--- src/rtl/pipe_buf.sv ---
// pipe_buf -- elastic pipeline register for core stage boundaries.
//
// A DEPTH-entry circular buffer holding one DATA_W-wide packed payload per
// entry, with a valid/ready handshake on both sides, a stage hold, and a
// synchronous flush that discards every stored entry. When no entry is being
// presented, the output carries BUBBLE_VAL (a NOP on instruction lanes).
//
// Optional feature macro: PIPE_BUF_BYPASS_EN
//   When defined, a payload that arrives while the buffer is empty is shown
//   on the output combinationally. If downstream takes it in the same cycle,
//   it is never stored.
//
// Ports:
//   clk_i        clock; all state changes on the rising edge
//   rst_n_i      asynchronous active-low reset (pointers and count only)
//   hold_i       stall; freezes both handshake sides
//   flush_i      synchronous flush; discards all entries; overrides hold_i
//   in_valid_i   upstream payload valid
//   in_ready_o   buffer accepts a payload this cycle
//   in_data_i    upstream payload
//   out_valid_o  payload presented downstream
//   out_ready_i  downstream accepts this cycle
//   out_data_o   head payload, or BUBBLE_VAL
//   count_o      number of stored entries (registered)
module pipe_buf #(
    parameter int                DATA_W     = 32,
    parameter int                DEPTH      = 2,
    parameter logic [DATA_W-1:0] BUBBLE_VAL = DATA_W'(32'h0000_0013),
    localparam int               CNT_W      = $clog2(DEPTH + 1)
) (
    input  logic              clk_i,
    input  logic              rst_n_i,
    input  logic              hold_i,
    input  logic              flush_i,
    input  logic              in_valid_i,
    output logic              in_ready_o,
    input  logic [DATA_W-1:0] in_data_i,
    output logic              out_valid_o,
    input  logic              out_ready_i,
    output logic [DATA_W-1:0] out_data_o,
    output logic [CNT_W-1:0]  count_o
);

    localparam int               PTR_W    = (DEPTH > 1) ? $clog2(DEPTH) : 1;
    localparam logic [CNT_W-1:0] FULL_CNT = CNT_W'(DEPTH);
    localparam logic [PTR_W-1:0] LAST_PTR = PTR_W'(DEPTH - 1);

    logic [DATA_W-1:0] mem_q [DEPTH];
    logic [PTR_W-1:0]  wr_ptr_q, wr_ptr_d;
    logic [PTR_W-1:0]  rd_ptr_q, rd_ptr_d;
    logic [CNT_W-1:0]  count_q, count_d;

    logic active;
    logic empty;
    logic bypass;
    logic push;
    logic pop;
    logic store;
    logic pop_mem;

    // Pointers wrap explicitly so DEPTH need not be a power of two.
    function automatic logic [PTR_W-1:0] ptr_inc(input logic [PTR_W-1:0] p);
        return (p == LAST_PTR) ? '0 : p + PTR_W'(1);
    endfunction

    always_comb begin
        active = !hold_i && !flush_i;
        empty  = (count_q == '0);

        // Depends only on local state and control, never on out_ready_i, so a
        // full buffer refuses a push even when a pop happens the same cycle.
        in_ready_o = rst_n_i && active && (count_q != FULL_CNT);

`ifdef PIPE_BUF_BYPASS_EN
        bypass = rst_n_i && active && empty && in_valid_i;
`else
        bypass = 1'b0;
`endif

        out_valid_o = (active && !empty) || bypass;
        out_data_o  = BUBBLE_VAL;
        if (active && !empty) begin
            out_data_o = mem_q[rd_ptr_q];
        end else if (bypass) begin
            out_data_o = in_data_i;
        end

        push = in_valid_i && in_ready_o;
        pop  = out_valid_o && out_ready_i;

        // A bypassed payload taken downstream in the same cycle is not stored;
        // a pop only consumes storage when there was a stored head.
        store   = push && !(bypass && out_ready_i);
        pop_mem = pop && !empty;

        wr_ptr_d = wr_ptr_q;
        rd_ptr_d = rd_ptr_q;
        count_d  = count_q;
        if (flush_i) begin
            wr_ptr_d = '0;
            rd_ptr_d = '0;
            count_d  = '0;
        end else begin
            if (store) begin
                wr_ptr_d = ptr_inc(wr_ptr_q);
            end
            if (pop_mem) begin
                rd_ptr_d = ptr_inc(rd_ptr_q);
            end
            count_d = count_q + CNT_W'(store) - CNT_W'(pop_mem);
        end
    end

    always_ff @(posedge clk_i or negedge rst_n_i) begin
        if (!rst_n_i) begin
            wr_ptr_q <= '0;
            rd_ptr_q <= '0;
            count_q  <= '0;
        end else begin
            wr_ptr_q <= wr_ptr_d;
            rd_ptr_q <= rd_ptr_d;
            count_q  <= count_d;
        end
    end

    // Payload storage is deliberately left unreset; only occupancy matters.
    always_ff @(posedge clk_i) begin
        if (store) begin
            mem_q[wr_ptr_q] <= in_data_i;
        end
    end

    assign count_o = count_q;

endmodule

--- config.mk ---
export PLATFORM = sky130hd
export DESIGN_NAME = pipe_buf
export DESIGN_NICKNAME = d
export VERILOG_FILES = /design/src/rtl/pipe_buf.sv
export SDC_FILE = /design/constraint.sdc
export NUM_CORES = 1
export LEC_CHECK = 0
export BUFFER_PORTS_ARGS = -buffer_cell sky130_fd_sc_hd__clkbuf_2
export CORE_UTILIZATION = 30
export CTS_BUF_LIST = sky130_fd_sc_hd__clkbuf_4 sky130_fd_sc_hd__clkbuf_8 sky130_fd_sc_hd__clkbuf_16
export CTS_CLUSTER_DIAMETER = 40
export DETAILED_ROUTE_END_ITERATION = 10
export GPL_TIMING_DRIVEN = 0
export PLACE_DENSITY = 0.58
export SLEW_MARGIN = 20
export SYNTH_ARGS = -nofsm -noshare
export SYNTH_HDL_FRONTEND = slang
export SYNTH_SLANG_ARGS = --single-unit
export TNS_END_PERCENT = 1
--- constraint.sdc ---
create_clock -name clk_i -period 3.85 [get_ports clk_i]
set_clock_uncertainty 0.1 [all_clocks]
set_input_delay 0.385 -clock clk_i [delete_from_list [all_inputs] [get_ports clk_i]]
set_output_delay 0.385 -clock clk_i [all_outputs]
set_load 0.05 [all_outputs]
==> flow_summary.ini, run 1 <==
[grt]
gr-total-overflow = 0
grt_pass1_vias = 1423
antenna_found_initial = 0
grt_pass1_wl_um = 7044
grt_max_degree = 19
grt.total_usage_pct = 11.07

[critical_path]
setup.worst_path.start_class = flop
worstPathRequired_ns = 3.37
worstPathArrival_ns = 1.73
worstReg2RegEnd = count_o[1]
rrSetupSlack_ns = 1.80
crit_path_max_fanout = 10
critPathKind = flop to primary output
crit-reg2reg-launch = count_o[1]
crit_path_end = out_data_o[6]
critPathLaunch = count_o[1]
cp-end-kind = primary output
reg2reg_depth = 8

[floorplanning]
rows = 34
core_sq_um = 8678
die_area_sq_um = 9273
die_h_um = 96.30
io_pins = 74
initial_utilization_pct = 30.74
chipWidth_um = 96.30

[logic_synthesis]
ys_types = 20
synth_largest_area_cell = edfxtp_1
synthDominantCellAreaShare_pct = 72.05
ys_warn_count = 0
ys_seq_area_share_pct = 75.80
syn_inst = 162
syn-num-nets = 202
post_synth_instance_area_sq_um = 2668
syn_area_per_cell_sq_um = 16.47
synth_area_leaders = edfxtp_1, mux2i_1, nor2_1
synth-seq-cells = 68

[timing]
fin_crit_ns = 2.219
fin_ws_ns = 1.631
rsz0062_at_grt = false
setup_viol = 0
holdWs_ns = 0.1275
hold_viol = 0
slew_headroom_pct = 61.96
tns_ns = 0
slew_viol_final = 0
period_share_pct = 57.65
worst_pin_slew_ns = 0.5693
fmax_ghz = 0.4506

[power]
p_seq_share_pct = 56.1
combinationalPowerShare_pct = 5.4
peakVddDrop_mv = 0.1952
p_clk_share_pct = 38.5
powerDensity_nw_per_um2 = 426.6
switching_share_pct = 21.87
p_leak_uw = 0.001304
p_int_uw = 1144
power.switching_uw = 320.2

[clocking]
path_clk_slew_ns = 0.08
cts_tree = done
cts_buffers = 9
htreeDepth = 3
insertion_delay_ns = 0.34
clk_path_buf_depth = 2
cts_root_buffer = clkbuf_8
cts_sinks = 68
post_cts_buffers = 0

[detailed_routing]
wirelength_um = 4896
drtIter0Drc = 42
wire_per_inst_um = 13.52
drc_errors = 0
firstDrtPassIters = 4
drtAntennaViolNets = 0
via_per_inst = 4.384
dr_total_vias = 1587

[layout]
layout_commonest_cell = clkbuf_2
instances_no_fill = 362
final_cell_mix = clkbuf_2, edfxtp_1, mux2i_1, nor2_1, clkbuf_8
fin_nets = 289
diodes = 0
fin_util_pct = 39.56
layout-drive-gt1-share_pct = 39.37
area.growth.synth_to_final_pct = 28.71
fillCellCount = 859

[place]
hpwl_um = 3336
place_ws_ns = 1.726
dp_cells = 345
io_buffers = 73
gp_congestion = 0.6988

[job]
maxCapViolations = 0

[worst_hold_path]
hold_class = primary input to flop

[status]
status = finished clean
==> power groups by stage <==
stage          logic [uW]  registers [uW]  clock network (uW)
3_3_place_gp         74.9             838                   0
3_5_place_dp         79.3             838                   0
2_1_floorplan        39.1             840                   0
5_1_grt              86.0             822                 617
6_report             78.8             822                 564
4_1_cts              80.4             822                 583
==> metal layers <==
layer	global-route usage (%)	routed length [um]	vias up
met4	6.250	101	0
li1	-	-	771
met5	0	0	-
met2	17.49	2374	48
met1	13.11	2142	759
met3	3.870	277	9
==> cell type report <==
type	instances	area (sq um)	area share [%]
clock inverter	7	67.56	1.968
inverter	4	15.01	0.4373
buffer	7	56.30	1.640
timing repair buffer	76	430.4	12.54
tap	108	135.1	3.936
multi-input combinational	83	583.1	16.98
clock buffer	9	123.9	3.608
sequential	68	2022	58.89
==> Yosys cell counts <==
cell / number
nor2_2: 1
buf_2: 3
o31ai_1: 1
ha_1: 2
and3_1: 2
nand2_1: 4
nand4_1: 1
nand2b_1: 1
buf_4: 1
o311ai_0: 1
nor2b_1: 1
edfxtp_1: 64
xnor2_1: 1
o21ai_2: 1
inv_1: 4
xor2_1: 1
nor2_1: 33
buf_6: 3
mux2i_1: 33
dfrtp_1: 4
==> worst max-delay path, cell delays in order, from the launching register on <==
cell and delay (ns):
dfrtp_1 0.45, o21ai_2 0.30, buf_2 0.30, nor2_1 0.10, clkbuf_2 0.24
==> per-stage QoR <==
| step | power [uW] | cell area, sq um |
|---|---|---|
| final | 1464 | 3433 |
| after global placement | 913.3 | 3168 |
| after global routing | 1525 | 3433 |
| after CTS | 1485 | 3433 |
| after floorplan | 879.6 | 2668 |
| after detailed placement | 917.6 | 3232 |
==> cells by family (layout without fill, tap and decap cells) <==
group	Yosys count	count (layout)	share of synthesized area, %
DFF	68	68	75.80
and+or+nand+nor	43	43	6.614
muxes	33	33	12.38
buffers and inverters	11	103	2.673
AOI/OAI and AO/OA	3	3	0.9383
adders and majority gates	2	2	0.9379
xor gates and xnor gates	2	2	0.6568
==> timing repair <==
item	in CTS	in global routing
endpoints found under the hold margin	4	0
hold buffers	1	0
resized for setup	0	0
==> state kept, by name (all words and copies together) (netlist names) <==
signal,count
count_o,2
wr_ptr_q,1
mem_q,64
rd_ptr_q,1
==> worst min path at each step <==
stage	startpoint	end	slack [ns]	cells past startpoint
3_3_place_gp	rst_n_i	count_o[0]	0.11	1
3_5_place_dp	rst_n_i	count_o[0]	0.11	1
2_1_floorplan	rst_n_i	count_o[0]	-0.01	0
5_1_grt	in_data_i[4]	mem_q[0][4]	0.10	1
4_1_cts	in_data_i[19]	mem_q[0][19]	0.11	1
6_report	in_data_i[5]	mem_q[1][5]	0.13	1
Power figures use the tool's default switching activity.
==> inputs of run 2 (changes only) <==
- ABC_AREA: not set -> 1
- PLACE_DENSITY: 0.58 -> 0.59
- clock period: 3.85 -> 1.85 ns (I/O delays scaled with it)
==> run 2 against run 1 <==
  * The flow now finishes with violations (negative setup slack)
  * Clock power is 130% higher
  * Setup slack worse by 1.7 ns
  * Global-route usage up 1.8 points
  * Power increased by 120%
  * Sequential share of layout area is 9.7 points lower
  * Register-to-register slack worse by 1.9 ns
  * Worst hold slack lost 0.094 ns
  * Die area up 6.1%
  * Utilization increased by 5.2 points
  * Area after synthesis is 6.2% higher
  * Synthesized cell count rose by 28%
  * Critical endpoint is now mem_q[0][26]
  * Highest routed layer unchanged
==> flow_summary.ini, run 2 <==
[status]
status = complete, but fails checks
failed_checks = negative setup slack

[place]
hpwl_um = 3635
gp_congestion = 0.6651
placed_cell_area_sq_um = 3358
io_buffers = 73

[logic_synthesis]
ys_seq_area_share_pct = 71.38
ys_warn_count = 0
ys_types = 18
synth_compound_area_share_pct = 8.966
synth_top_family_by_area = simple AND/OR/NAND/NOR gates
synth_area_leaders = edfxtp_1, nand2_1, a21oi_2
yosysMostFrequentCell = nand2_1
synth_ff_type = edfxtp_1
post_synth_instance_area_sq_um = 2833
syn_inst = 208
async_reset_ff_share_pct = 5.882
synth_fa_ha_area_share_pct = 0.8834
syn-num-nets = 248
synth_xor_area_share_pct = 0.3092
synth_largest_area_cell = edfxtp_1
synthDominantCellAreaShare_pct = 67.84
synth_commonest_cells = nand2_1, edfxtp_1, a21oi_2, inv_1, buf_4
synth_edf_count = 64
syn_area_per_cell_sq_um = 13.62
synth-seq-cells = 68
post_synth_and_or_nand_nor_area_fraction_pct = 13.47
synth_mux_area_share_pct = 0

[floorplanning]
chipWidth_um = 99.17
die_h_um = 99.17
rows = 35
core_sq_um = 9196
initial_utilization_pct = 30.80
die_area_sq_um = 9835
io_pins = 74

[detailed_routing]
firstDrtPassIters = 4
drtIter0Drc = 39
drtAntennaViolNets = 0
wire_per_inst_um = 13.27
wirelength_um = 5879
dr_total_vias = 1900
drc_errors = 0
via_per_inst = 4.289

[critical_path]
crit-reg2reg-launch = count_o[0]
critPathKind = flop to flop
setup.worst_path.start_class = flop
worstPathArrival_ns = 1.70
worstReg2RegEnd = mem_q[0][26]
worstPathRequired_ns = 1.60
rrSetupSlack_ns = -0.10
reg2reg_depth = 6
cp-end-kind = flop
crit_path_max_fanout = 32

[worst_hold_path]
whs_path_depth = 3
hold_class = primary input to flop
min_to = wr_ptr_q
min_from = in_valid_i

[layout]
layout_commonest_cell = nand2_1
fin_util_pct = 44.75
area.growth.synth_to_final_pct = 45.27
largest_register = mem_q
diodes = 0
layout-drive-gt1-share_pct = 43.98
fin_nets = 367
stdcell_area_sq_um = 4115
largest_reg_flops = 64
final_cell_mix = nand2_1, edfxtp_1, clkbuf_2, dlygate4sd3_1, a21oi_2

[grt]
grt_pass1_wl_um = 9232
grt.total_usage_pct = 12.90
grt_pass1_vias = 1883
gr-total-overflow = 0
grt_max_degree = 33
antenna_found_initial = 0

[power]
powerDensity_nw_per_um2 = 789.3
p_leak_uw = 0.001606
switching_share_pct = 21.03
power.switching_uw = 683.1
combinationalPowerShare_pct = 7.3
p_seq_share_pct = 52.6
p_clk_share_pct = 40.1
p_int_uw = 2565
peakVddDrop_mv = 0.3743

[clocking]
cts_sinks = 68
clk_path_buf_depth = 2
cts_buffers = 9
htreeDepth = 3
path_clk_slew_ns = 0.07
insertion_delay_ns = 0.34
cts_tree = done
cts_root_buffer = clkbuf_8

[timing]
slew_headroom_pct = 49.10
holdWs_ns = 0.03378
worst_pin_slew_ns = 0.7619
hold_viol = 0
fin_crit_ns = 1.952
fmax_ghz = 0.5123
slew_viol_final = 0
period_share_pct = 105.5
rsz0062_at_grt = true
setup_viol = 64
tns_ns = -3.788
fin_ws_ns = -0.1021

[job]
maxCapViolations = 0
## run 2: worst max-delay path: stages (launching register included)
cell and delay, ns:
dfrtp_2 0.42, inv_2 0.07, nand2_2 0.05, inv_2 0.06, nor2_4 0.04, nand3_2 0.08
clkinvlp_4 0.62
## run 2: per-layer routing
layer	vias up	track usage (%)	part of all wire [%]
met3	6	4.919	4.4
li1	956	-	-
met4	0	3.959	0.85
met5	-	0	0
met2	51	23.18	53
met1	887	14.12	42
## run 2: worst max-delay path by stage
stage          slack, ns           end  depth (start not counted)  startpoint
6_report           -0.10  mem_q[0][26]                          6  count_o[0]
3_3_place_gp       -0.22  mem_q[1][25]                          3  count_o[1]
5_1_grt            -0.26  mem_q[0][26]                          6  count_o[0]
4_1_cts            -0.15  mem_q[0][24]                          6  count_o[0]
2_1_floorplan      -0.14   mem_q[0][0]                          6  count_o[0]
3_5_place_dp       -0.20   mem_q[1][3]                          4     flush_i
## run 2: what timing repair did
| item | in CTS | in global routing |
|---|---|---|
| endpoints found under the hold margin | 69 | 0 |
| hold buffers | 34 | 0 |
| gates resized for setup | 36 | 59 |
| setup buffers | 0 | 0 |
| gates cloned | 1 | 0 |
| setup endpoints to repair | 93 | 99 |
| pin swaps | 2 | 1 |
## run 2: power by group through the flow
stage / Clock, uW / Combinational, uW / Sequential, uW
after floorplan: 0 / 88.6 / 1750
after global placement: 0 / 163 / 1740
after detailed placement: 0 / 168 / 1740
after CTS: 1340 / 232 / 1710
after global routing: 1400 / 255 / 1710
final: 1300 / 236 / 1710
## run 2: final cells by class
class                   instances  area, sq um
fillers                       845         5081
flip-flops and latches         68         2024
repair buffers                107        868.3
multi-input cells             120        695.7
well taps                     111        138.9
clock buffers                   9        123.9
plain buffers                  10        117.6
clock inverters                 7        91.34
inverters                      11        55.05
## run 2: logic make-up after synthesis
family                   Yosys count
adder cells (fa/ha/maj)            2
flip-flops                        68
buffers and inverters             21
AO/OA/AOI/OAI                     29
AND/OR/NAND/NOR                   87
XOR/XNOR                           1
## run 2: metrics by stage
| stage | total power [uW] | setup WS, ns | cells |
|---|---|---|---|
| 3_5_place_dp | 1911 | -0.2005 | 392 |
| 4_1_cts | 3280 | -0.1454 | 443 |
| 2_1_floorplan | 1836 | -0.1387 | 208 |
| 6_report | 3248 | -0.1021 | 443 |
| 3_3_place_gp | 1906 | -0.2199 | 392 |
| 5_1_grt | 3370 | -0.2602 | 443 |
